===== config.mk =====
export PLATFORM = sky130hd
export DESIGN_NAME = multi_cycle_control_unit_flat
export DESIGN_NICKNAME = d
export VERILOG_FILES = /design/src/rtl/cpu_ctrl_pkg.sv /design/src/rtl/multi_cycle_control_unit_if.sv /design/src/rtl/cpu_ctrl_decode.sv /design/src/rtl/multi_cycle_control_unit.sv /design/src/flat_wrapper.sv
export SDC_FILE = /design/constraint.sdc
export NUM_CORES = 1
export LEC_CHECK = 0
export CORE_ASPECT_RATIO = 1.4
export CORE_UTILIZATION = 25
export CTS_CLUSTER_DIAMETER = 100
export DETAILED_ROUTE_END_ITERATION = 7
export DONT_BUFFER_PORTS = 1
export GPL_ROUTABILITY_DRIVEN = 0
export GPL_TIMING_DRIVEN = 0
export PLACE_DENSITY_LB_ADDON = 0.3
export RECOVER_POWER = 50
export SYNTH_ARGS = -nofsm -noshare
export SYNTH_HDL_FRONTEND = slang
export SYNTH_SLANG_ARGS = --single-unit

===== constraint.sdc =====
create_clock -name clk -period 2.3 [get_ports clk]
set_clock_uncertainty 0.1 [all_clocks]
set_input_delay 0.46 -clock clk [delete_from_list [all_inputs] [get_ports clk]]
set_output_delay 0.46 -clock clk [all_outputs]
set_load 0.005 [all_outputs]

===== src/rtl/cpu_ctrl_pkg.sv =====
// Shared definitions for the multi-cycle controller: opcode map, FSM states, select encodings
// and the control word that the decoder hands to the top level.
package cpu_ctrl_pkg;

   localparam logic [4:0] OpAlu    = 5'b00000;
   localparam logic [4:0] OpLhi    = 5'b00001;
   localparam logic [4:0] OpLli    = 5'b00010;
   localparam logic [4:0] OpLdrImm = 5'b00011;
   localparam logic [4:0] OpLdrReg = 5'b00100;
   localparam logic [4:0] OpStrImm = 5'b00101;
   localparam logic [4:0] OpStrReg = 5'b00110;  // shared with CMP, split by ALU_Op
   localparam logic [4:0] OpAddi   = 5'b00111;
   localparam logic [4:0] OpSubi   = 5'b01000;
   localparam logic [4:0] OpMov    = 5'b01011;
   localparam logic [4:0] OpJmp    = 5'b10000;
   localparam logic [4:0] OpJalL   = 5'b10001;
   localparam logic [4:0] OpJalR   = 5'b10010;
   localparam logic [4:0] OpJr     = 5'b10011;
   localparam logic [4:0] OpBranch = 5'b11000;
   localparam logic [4:0] OpSys    = 5'b11100;

   localparam logic [1:0] AluOpMem  = 2'b00;
   localparam logic [1:0] AluOpCmp  = 2'b01;
   localparam logic [1:0] AluOpOutr = 2'b00;
   localparam logic [1:0] AluOpHlt  = 2'b01;

   localparam logic [2:0] CondZ  = 3'b000;
   localparam logic [2:0] CondNz = 3'b001;
   localparam logic [2:0] CondC  = 3'b010;
   localparam logic [2:0] CondNc = 3'b011;
   localparam logic [2:0] CondAl = 3'b110;

   localparam logic [1:0] AluBRn     = 2'b00;
   localparam logic [1:0] AluBImm    = 2'b01;
   localparam logic [1:0] AluBNegImm = 2'b10;
   localparam logic [1:0] AluBZero   = 2'b11;

   localparam logic [1:0] ImmS5  = 2'b00;
   localparam logic [1:0] ImmBr  = 2'b01;
   localparam logic [1:0] ImmLli = 2'b10;
   localparam logic [1:0] ImmLhi = 2'b11;

   localparam logic [1:0] PcInc = 2'b00;
   localparam logic [1:0] PcJmp = 2'b01;
   localparam logic [1:0] PcReg = 2'b10;

   localparam logic [1:0] RfWdMem = 2'b00;
   localparam logic [1:0] RfWdImm = 2'b01;
   localparam logic [1:0] RfWdAlu = 2'b10;
   localparam logic [1:0] RfWdPc  = 2'b11;

   typedef enum logic [3:0] {
      StIdle, StFetch, StDecode, StExecAlu, StWbAlu, StWbImm, StMemAddr,
      StMemRd, StLdWb, StMemWr, StBranch, StJump, StOutr, StHalt
   } state_e;

   typedef struct packed {
      logic       ir_ce;
      logic       pc_ce;
      logic       pc_add_src;
      logic       pc_alu_sel;
      logic       mem_addr_sel;
      logic       memw_data_sel;
      logic       memw_en;
      logic [1:0] pc_sel;
      logic [1:0] imm_sel;
      logic [1:0] alu_b_sel;
      logic [1:0] rf_wd_sel;
      logic       alu_control;
      logic       z_ce;
      logic       c_ce;
      logic       rd_reg_ce;
      logic       aluout_reg_ce;
      logic       rf_write_en;
      logic       out_r_ce;
      logic       rd_rm_sel;
   } ctrl_t;

   function automatic logic branch_taken(input logic [2:0] cond, input logic z, input logic c);
      case (cond)
         CondZ:   return z;
         CondNz:  return ~z;
         CondC:   return c;
         CondNc:  return ~c;
         CondAl:  return 1'b1;
         default: return 1'b0;
      endcase
   endfunction

   function automatic logic is_cmp(input logic [4:0] opcode, input logic [1:0] alu_op);
      return (opcode == OpStrReg) && (alu_op == AluOpCmp);
   endfunction

endpackage


===== src/rtl/multi_cycle_control_unit_if.sv =====
// Bundle between the controller and the datapath: IR fields and flags in, control word out.
interface multi_cycle_control_unit_if;
   logic       start;
   logic       ext_we;
   logic [4:0] Opcode;
   logic [1:0] ALU_Op;
   logic [2:0] Rd_Addr;
   logic       Z_Reg;
   logic       C_Reg;
   logic       IR_CE;
   logic       PC_CE;
   logic       PC_Add_Src;
   logic       PC_ALU_Sel;
   logic       Mem_Addr_Sel;
   logic       MemW_Data_Sel;
   logic       MemW_en;
   logic [1:0] PC_Sel;
   logic [1:0] Imm_Sel;
   logic [1:0] ALU_B_Sel;
   logic [1:0] RF_Write_Data_Sel;
   logic       ALU_Control;
   logic       Z_CE;
   logic       C_CE;
   logic       Rd_Reg_CE;
   logic       ALUOut_Reg_CE;
   logic       RF_Write_en;
   logic       Out_R_CE;
   logic       Rd_Rm_Sel;
   logic       halted;

   modport master (
      input  start, ext_we, Opcode, ALU_Op, Rd_Addr, Z_Reg, C_Reg,
      output IR_CE, PC_CE, PC_Add_Src, PC_ALU_Sel, Mem_Addr_Sel, MemW_Data_Sel, MemW_en,
             PC_Sel, Imm_Sel, ALU_B_Sel, RF_Write_Data_Sel, ALU_Control, Z_CE, C_CE,
             Rd_Reg_CE, ALUOut_Reg_CE, RF_Write_en, Out_R_CE, Rd_Rm_Sel, halted
   );

   modport slave (
      output start, ext_we, Opcode, ALU_Op, Rd_Addr, Z_Reg, C_Reg,
      input  IR_CE, PC_CE, PC_Add_Src, PC_ALU_Sel, Mem_Addr_Sel, MemW_Data_Sel, MemW_en,
             PC_Sel, Imm_Sel, ALU_B_Sel, RF_Write_Data_Sel, ALU_Control, Z_CE, C_CE,
             Rd_Reg_CE, ALUOut_Reg_CE, RF_Write_en, Out_R_CE, Rd_Rm_Sel, halted
   );
endinterface


===== src/rtl/cpu_ctrl_decode.sv =====
// Combinational control-word decoder: maps the current state and IR fields to datapath controls.
module cpu_ctrl_decode
   import cpu_ctrl_pkg::*;
(
   input  state_e     state_i,
   input  logic [4:0] opcode_i,
   input  logic [2:0] rd_addr_i,
   input  logic       z_i,
   input  logic       c_i,
   input  logic       ext_we_i,
   output ctrl_t      ctrl_o
);

   always_comb begin
      ctrl_o = '0;
      unique case (state_i)
         StIdle: begin
            ctrl_o.mem_addr_sel  = 1'b1;
            ctrl_o.memw_data_sel = 1'b1;
            ctrl_o.memw_en       = ext_we_i;
         end
         StFetch: begin
            ctrl_o.ir_ce = 1'b1;
            ctrl_o.pc_ce = 1'b1;
         end
         StDecode: ctrl_o.rd_reg_ce = 1'b1;
         StExecAlu: begin
            ctrl_o.aluout_reg_ce = 1'b1;
            ctrl_o.z_ce          = 1'b1;
            ctrl_o.c_ce          = 1'b1;
            case (opcode_i)
               OpAddi: ctrl_o.alu_b_sel = AluBImm;
               OpSubi: ctrl_o.alu_b_sel = AluBNegImm;
               OpMov: begin
                  ctrl_o.alu_b_sel = AluBZero;
                  ctrl_o.z_ce      = 1'b0;
                  ctrl_o.c_ce      = 1'b0;
               end
               // reg-reg ops and CMP: ALU_Op picks the function (CMP carries SUB)
               default: begin
                  ctrl_o.alu_b_sel   = AluBRn;
                  ctrl_o.alu_control = 1'b1;
               end
            endcase
         end
         StWbAlu: begin
            ctrl_o.rf_write_en = 1'b1;
            ctrl_o.rf_wd_sel   = RfWdAlu;
         end
         StWbImm: begin
            ctrl_o.rf_write_en = 1'b1;
            ctrl_o.rf_wd_sel   = RfWdImm;
            ctrl_o.imm_sel     = (opcode_i == OpLhi) ? ImmLhi : ImmLli;
         end
         StMemAddr: begin
            ctrl_o.aluout_reg_ce = 1'b1;
            ctrl_o.alu_b_sel = (opcode_i == OpLdrImm || opcode_i == OpStrImm) ? AluBImm : AluBRn;
         end
         StMemRd: ctrl_o.pc_alu_sel = 1'b1;
         StLdWb: begin
            ctrl_o.rf_write_en = 1'b1;
            ctrl_o.rf_wd_sel   = RfWdMem;
         end
         StMemWr: begin
            ctrl_o.pc_alu_sel = 1'b1;
            ctrl_o.memw_en    = 1'b1;
         end
         StBranch: begin
            ctrl_o.imm_sel    = ImmBr;
            ctrl_o.pc_add_src = 1'b1;
            ctrl_o.pc_sel     = PcInc;
            ctrl_o.pc_ce      = branch_taken(rd_addr_i, z_i, c_i);
         end
         StJump: begin
            ctrl_o.pc_ce = 1'b1;
            case (opcode_i)
               OpJmp: ctrl_o.pc_sel = PcJmp;
               OpJalL: begin
                  ctrl_o.rf_wd_sel   = RfWdPc;
                  ctrl_o.rf_write_en = 1'b1;
                  ctrl_o.pc_add_src  = 1'b1;
                  ctrl_o.imm_sel     = ImmBr;
               end
               OpJalR: begin
                  ctrl_o.rf_wd_sel   = RfWdPc;
                  ctrl_o.rf_write_en = 1'b1;
                  ctrl_o.pc_sel      = PcReg;
                  ctrl_o.rd_rm_sel   = 1'b1;
               end
               default: ctrl_o.pc_sel = PcReg;
            endcase
         end
         StOutr: ctrl_o.out_r_ce = 1'b1;
         StHalt: ;
         default: ;
      endcase
   end

endmodule


===== src/rtl/multi_cycle_control_unit.sv =====
// Multi-cycle controller top: state register, next-state sequencing and the registered halt flag.
module multi_cycle_control_unit
   import cpu_ctrl_pkg::*;
(
   input logic                          clk,
   input logic                          rst,
   multi_cycle_control_unit_if.master   bus
);

   state_e state_q, state_d;
   logic   halted_q, halted_d;
   ctrl_t  ctrl;

   always_ff @(posedge clk) begin
      if (rst) begin
         state_q  <= StIdle;
         halted_q <= 1'b0;
      end else begin
         state_q  <= state_d;
         halted_q <= halted_d;
      end
   end

   always_comb begin
      state_d = state_q;
      unique case (state_q)
         StIdle:  if (bus.start) state_d = StFetch;
         StFetch: state_d = StDecode;
         StDecode: begin
            case (bus.Opcode)
               OpAlu, OpAddi, OpSubi, OpMov:  state_d = StExecAlu;
               OpLhi, OpLli:                  state_d = StWbImm;
               OpLdrImm, OpLdrReg, OpStrImm:  state_d = StMemAddr;
               OpStrReg: begin
                  if (bus.ALU_Op == AluOpMem)      state_d = StMemAddr;
                  else if (bus.ALU_Op == AluOpCmp) state_d = StExecAlu;
                  else                             state_d = StFetch;
               end
               OpBranch:                      state_d = StBranch;
               OpJmp, OpJalL, OpJalR, OpJr:   state_d = StJump;
               OpSys: begin
                  if (bus.ALU_Op == AluOpOutr)     state_d = StOutr;
                  else if (bus.ALU_Op == AluOpHlt) state_d = StHalt;
                  else                             state_d = StFetch;
               end
               default:                       state_d = StFetch;
            endcase
         end
         StExecAlu: state_d = is_cmp(bus.Opcode, bus.ALU_Op) ? StFetch : StWbAlu;
         StMemAddr: begin
            state_d = (bus.Opcode == OpLdrImm || bus.Opcode == OpLdrReg) ? StMemRd : StMemWr;
         end
         StMemRd: state_d = StLdWb;
         StHalt:  state_d = StHalt;
         default: state_d = StFetch;
      endcase
   end

   // halted tracks the state register, so it is high exactly while sitting in HALT
   assign halted_d = (state_d == StHalt);

   cpu_ctrl_decode u_decode (
      .state_i   (state_q),
      .opcode_i  (bus.Opcode),
      .rd_addr_i (bus.Rd_Addr),
      .z_i       (bus.Z_Reg),
      .c_i       (bus.C_Reg),
      .ext_we_i  (bus.ext_we),
      .ctrl_o    (ctrl)
   );

   assign bus.IR_CE             = ctrl.ir_ce;
   assign bus.PC_CE             = ctrl.pc_ce;
   assign bus.PC_Add_Src        = ctrl.pc_add_src;
   assign bus.PC_ALU_Sel        = ctrl.pc_alu_sel;
   assign bus.Mem_Addr_Sel      = ctrl.mem_addr_sel;
   assign bus.MemW_Data_Sel     = ctrl.memw_data_sel;
   assign bus.MemW_en           = ctrl.memw_en;
   assign bus.PC_Sel            = ctrl.pc_sel;
   assign bus.Imm_Sel           = ctrl.imm_sel;
   assign bus.ALU_B_Sel         = ctrl.alu_b_sel;
   assign bus.RF_Write_Data_Sel = ctrl.rf_wd_sel;
   assign bus.ALU_Control       = ctrl.alu_control;
   assign bus.Z_CE              = ctrl.z_ce;
   assign bus.C_CE              = ctrl.c_ce;
   assign bus.Rd_Reg_CE         = ctrl.rd_reg_ce;
   assign bus.ALUOut_Reg_CE     = ctrl.aluout_reg_ce;
   assign bus.RF_Write_en       = ctrl.rf_write_en;
   assign bus.Out_R_CE          = ctrl.out_r_ce;
   assign bus.Rd_Rm_Sel         = ctrl.rd_rm_sel;
   assign bus.halted            = halted_q;

endmodule


===== src/flat_wrapper.sv =====
// flat-port wrapper written by rule: the top's interface ports become plain ports
module multi_cycle_control_unit_flat import cpu_ctrl_pkg::*;
  (clk, rst, bus_start, bus_ext_we, bus_Opcode, bus_ALU_Op, bus_Rd_Addr, bus_Z_Reg, bus_C_Reg, bus_IR_CE, bus_PC_CE, bus_PC_Add_Src, bus_PC_ALU_Sel, bus_Mem_Addr_Sel, bus_MemW_Data_Sel, bus_MemW_en, bus_PC_Sel, bus_Imm_Sel, bus_ALU_B_Sel, bus_RF_Write_Data_Sel, bus_ALU_Control, bus_Z_CE, bus_C_CE, bus_Rd_Reg_CE, bus_ALUOut_Reg_CE, bus_RF_Write_en, bus_Out_R_CE, bus_Rd_Rm_Sel, bus_halted);
  multi_cycle_control_unit_if bus_i ();
  input logic clk;
  input logic rst;
  input wire logic [$bits(bus_i.start)-1:0] bus_start;
  input wire logic [$bits(bus_i.ext_we)-1:0] bus_ext_we;
  input wire logic [$bits(bus_i.Opcode)-1:0] bus_Opcode;
  input wire logic [$bits(bus_i.ALU_Op)-1:0] bus_ALU_Op;
  input wire logic [$bits(bus_i.Rd_Addr)-1:0] bus_Rd_Addr;
  input wire logic [$bits(bus_i.Z_Reg)-1:0] bus_Z_Reg;
  input wire logic [$bits(bus_i.C_Reg)-1:0] bus_C_Reg;
  output wire logic [$bits(bus_i.IR_CE)-1:0] bus_IR_CE;
  output wire logic [$bits(bus_i.PC_CE)-1:0] bus_PC_CE;
  output wire logic [$bits(bus_i.PC_Add_Src)-1:0] bus_PC_Add_Src;
  output wire logic [$bits(bus_i.PC_ALU_Sel)-1:0] bus_PC_ALU_Sel;
  output wire logic [$bits(bus_i.Mem_Addr_Sel)-1:0] bus_Mem_Addr_Sel;
  output wire logic [$bits(bus_i.MemW_Data_Sel)-1:0] bus_MemW_Data_Sel;
  output wire logic [$bits(bus_i.MemW_en)-1:0] bus_MemW_en;
  output wire logic [$bits(bus_i.PC_Sel)-1:0] bus_PC_Sel;
  output wire logic [$bits(bus_i.Imm_Sel)-1:0] bus_Imm_Sel;
  output wire logic [$bits(bus_i.ALU_B_Sel)-1:0] bus_ALU_B_Sel;
  output wire logic [$bits(bus_i.RF_Write_Data_Sel)-1:0] bus_RF_Write_Data_Sel;
  output wire logic [$bits(bus_i.ALU_Control)-1:0] bus_ALU_Control;
  output wire logic [$bits(bus_i.Z_CE)-1:0] bus_Z_CE;
  output wire logic [$bits(bus_i.C_CE)-1:0] bus_C_CE;
  output wire logic [$bits(bus_i.Rd_Reg_CE)-1:0] bus_Rd_Reg_CE;
  output wire logic [$bits(bus_i.ALUOut_Reg_CE)-1:0] bus_ALUOut_Reg_CE;
  output wire logic [$bits(bus_i.RF_Write_en)-1:0] bus_RF_Write_en;
  output wire logic [$bits(bus_i.Out_R_CE)-1:0] bus_Out_R_CE;
  output wire logic [$bits(bus_i.Rd_Rm_Sel)-1:0] bus_Rd_Rm_Sel;
  output wire logic [$bits(bus_i.halted)-1:0] bus_halted;
  assign bus_i.start = bus_start;
  assign bus_i.ext_we = bus_ext_we;
  assign bus_i.Opcode = bus_Opcode;
  assign bus_i.ALU_Op = bus_ALU_Op;
  assign bus_i.Rd_Addr = bus_Rd_Addr;
  assign bus_i.Z_Reg = bus_Z_Reg;
  assign bus_i.C_Reg = bus_C_Reg;
  assign bus_IR_CE = bus_i.IR_CE;
  assign bus_PC_CE = bus_i.PC_CE;
  assign bus_PC_Add_Src = bus_i.PC_Add_Src;
  assign bus_PC_ALU_Sel = bus_i.PC_ALU_Sel;
  assign bus_Mem_Addr_Sel = bus_i.Mem_Addr_Sel;
  assign bus_MemW_Data_Sel = bus_i.MemW_Data_Sel;
  assign bus_MemW_en = bus_i.MemW_en;
  assign bus_PC_Sel = bus_i.PC_Sel;
  assign bus_Imm_Sel = bus_i.Imm_Sel;
  assign bus_ALU_B_Sel = bus_i.ALU_B_Sel;
  assign bus_RF_Write_Data_Sel = bus_i.RF_Write_Data_Sel;
  assign bus_ALU_Control = bus_i.ALU_Control;
  assign bus_Z_CE = bus_i.Z_CE;
  assign bus_C_CE = bus_i.C_CE;
  assign bus_Rd_Reg_CE = bus_i.Rd_Reg_CE;
  assign bus_ALUOut_Reg_CE = bus_i.ALUOut_Reg_CE;
  assign bus_RF_Write_en = bus_i.RF_Write_en;
  assign bus_Out_R_CE = bus_i.Out_R_CE;
  assign bus_Rd_Rm_Sel = bus_i.Rd_Rm_Sel;
  assign bus_halted = bus_i.halted;
  multi_cycle_control_unit u_core (.clk(clk), .rst(rst), .bus(bus_i));
endmodule

==> results_dict.tcl, run 1 <==
set metrics [dict create \
    async_flop_share 0 \
    violations "negative setup slack" \
    holdWs_ns 0.291 \
    ys_ff_latch 5 \
    synth_edf_count 0 \
    crit_fanout 7 \
    drt_iter0_markers 28 \
    switching_share 0.324 \
    netlist_top_cells_area "dfxtp_1 11%, nor2_1 8.0%, nor2b_1 5.3%" \
    rsz0062_at_grt "true" \
    cp-start-kind "flip-flop" \
    yosys.area.top_type_share 0.107 \
    drc_errors 0 \
    setup_ws_ns -0.0830 \
    place_area_um2 990 \
    pwr-share-clk 0.410 \
    grt_pass1_wl_um 4610 \
    peakVddDrop_mv 0.205 \
    cap_violations 0 \
    syn_inst 143 \
    setup_viol 2 \
    drv_slew 0 \
    synth.avg_cell_area_um2 6.55 \
    postRouteWirelength_um 2890 \
    finalHoldViolCount 0 \
    power.switching_uw 128 \
    p_int_uw 268 \
    clk_latency_ns 0.22 \
    antenna_found_initial 0 \
    dr.pass1.iters 4 \
    status "finished, violations left" \
    yosys.area.top_type "dfxtp_1" \
    fin_crit_ns 2.38 \
    path_buf_inv 1 \
    cts_root_buffer "clkbuf_8" \
    synth_fa_ha_area_frac 0 \
    fmax_mhz 420 \
    yosys_warnings 0 \
    critical_path_required_ns 1.74 \
    grt_use_total 0.150 \
    start_util 0.260 \
    power.density_mw_per_mm2 372 \
    synth_flop_cell "dfxtp_1" \
    crit_slowest_cell "or3b_4" \
    cp.arrival_ns 1.82 \
    cts_buffers 3 \
    ant_nets 0 \
    syn-num-nets 159 \
    io_pins 40 \
    nets 167 \
    cts_tree "yes" \
    combinationalPowerShare 0.342 \
    wl_per_cell_um 15.1 \
    max_slew_margin 0.632 \
    synthesis.area_um2 937 \
    clkTransAtPathRegs_ns 0.04 \
    die_h_um 74.4 \
    slowest_delay_ns 0.37 \
    clockBufferDepth 2 \
    ys_types 50 \
    grt_pass1_vias 1026 \
    vias 1080 \
    path_cells "or3b_4 > or2_0 > buf_6 > nor4b_4 > o21ai_1 > a21boi_1" \
    grt_max_degree 11 \
    h-tree-depth 1 \
    worst_pin_slew_ns 0.546 \
    die_area_mm2 0.00400 \
    port_buffers 0 \
    grt_overflow_total 0 \
    power_leakage_nw 0.444 \
    dp_hpwl_um 2200 \
    hold_class "input pin to flip-flop" \
    rows 26 \
    finalCritPeriodShare 1.04 \
    synth-simple-area-share 0.431 \
    layout-drive-gt1-share 0.167 \
    muxShareOfSynthArea 0.0334 \
    pwr-share-seq 0.248 \
    die_w_um 53.7 \
    synth_top_family_by_area "simple AND/OR/NAND/NOR gates" \
    core_mm2 0.00361 \
    diodes 0 \
    synth-compound-area-share 0.299 \
    yosysMostFrequentCell "nor2_1" \
    vias_per_cell 5.63 \
    holdBufCountCts 0 \
    crit_type "flip-flop to output pin" \
    area_delta_synth_final_pct 13.5 \
    crit_family "simple AND/OR/NAND/NOR gates" \
    synth.yosys.seq_area_share 0.107 \
    yosys.area_share.xor_xnor 0.0187 \
    critPathCaptureType "output pin" \
    synthTopCellsByCount "20 x nor2_1, 10 x inv_1, 9 x nand2_1, 9 x o21ai_0, 8 x nor2b_1" \
    stdcell_area_mm2 0.00106 \
    clock_sinks 5 \
]
## sequential cells by signal, summed over array words and instances, names as in the netlist
signal,cells
u_core.bus.halted,1
u_core.state_q,4
## kinds of logic (layout without fill, tap and decap cells)
kind of cell | count (synthesis) | count (layout)
buf+inv | 22 | 29
compound gates | 39 | 39
xor+xnor | 2 | 2
flops | 5 | 5
mux | 3 | 3
simple gates | 72 | 72
## worst reg2reg max path, stage by stage (launching register included)
cell and delay [ns]:
dfxtp_2 0.34, or3b_4 0.37, or2_0 0.24, buf_6 0.14, buf_4 0.13, nor3b_1 0.28, o31ai_1 0.12, nor4_2 0.18
## repair_timing
item	CTS	global route
endpoints found under the setup margin	3	2
setup buffers	4	0
pin swaps	3	1
gates resized for setup	4	0
## cells in the final DEF, fill, tap and decap left out, types with 2 or more instances in the layout
| cell | instances |
|---|---|
| o211ai_1 | 2 |
| a21oi_1 | 7 |
| inv_1 | 10 |
| clkbuf_1 | 4 |
| and3_1 | 5 |
| nand4_1 | 3 |
| clkbuf_8 | 3 |
| buf_4 | 5 |
| dfxtp_1 | 3 |
| o211a_1 | 2 |
| nor2_1 | 20 |
| nand2b_1 | 2 |
| nor2b_1 | 8 |
| nor3b_1 | 4 |
| nand3_1 | 4 |
| o31ai_1 | 2 |
| nand2_1 | 9 |
| nor3_1 | 3 |
| mux2i_1 | 2 |
| nor4_1 | 2 |
| or2_2 | 2 |
| dfxtp_2 | 2 |
| o31a_1 | 3 |
| o21ai_0 | 9 |
| buf_2 | 5 |
## path summary, 6_finish.rpt
check / startpoint / endpoint / slack (ns) / cells after the start
hold / removal: rst / u_core.state_q[0] / 0.29 / 2
setup / recovery: u_core.state_q[3] / bus_ALU_B_Sel[0] / -0.08 / 6
hold reg to reg: u_core.state_q[3] / u_core.state_q[3] / 0.66 / 4
setup reg to reg: u_core.state_q[3] / u_core.bus.halted / 0.29 / 7
## power groups by stage
stage                     logic [mW]  clock network [mW]  registers (mW)
after floorplan                0.111                   0          0.0944
after global placement         0.136                   0          0.0948
after detailed placement       0.136                   0          0.0950
after CTS                      0.137               0.163          0.0980
after global routing           0.153               0.167          0.0982
final                          0.135               0.162          0.0980
## layer usage
metal | track usage | up-vias | wire, um
met3 | 0.0368 | 4 | 243
met4 | 0.0497 | 0 | 34
met2 | 0.270 | 43 | 1480
met5 | 0 | - | 0
li1 | - | 532 | -
met1 | 0.165 | 501 | 1140
## layout make-up
class	instances	area (um^2)
inverters	10	37.5
plain buffers	11	63.8
well taps	42	52.6
clock buffers	4	45.0
multi-input cells	116	736
flip-flops and latches	5	103
fillers	417	2550
repair buffers	4	26.3
## metrics by stage
stage / power (mW) / setup TNS [ns] / setup slack [ns] / std cells / utilization
floorplan: 0.205 / 0 / 0.210 / 143 / -
global placement: 0.231 / 0 / 0.0351 / 185 / 0.274
detailed placement: 0.231 / 0 / 0.0410 / 185 / 0.274
CTS: 0.399 / -0.0965 / -0.0853 / 192 / 0.297
global route: 0.418 / -0.321 / -0.183 / 192 / 0.295
finish: 0.396 / -0.0896 / -0.0830 / 192 / 0.295
(Power assumes the default switching activity.)
==> run 2, diff against run 1 <==
- ABC_CLOCK_PERIOD_IN_PS: unset -> 2300
==> results of run 2 <==
Same layout as run 1: the final DEF is identical, and so are final timing and power.
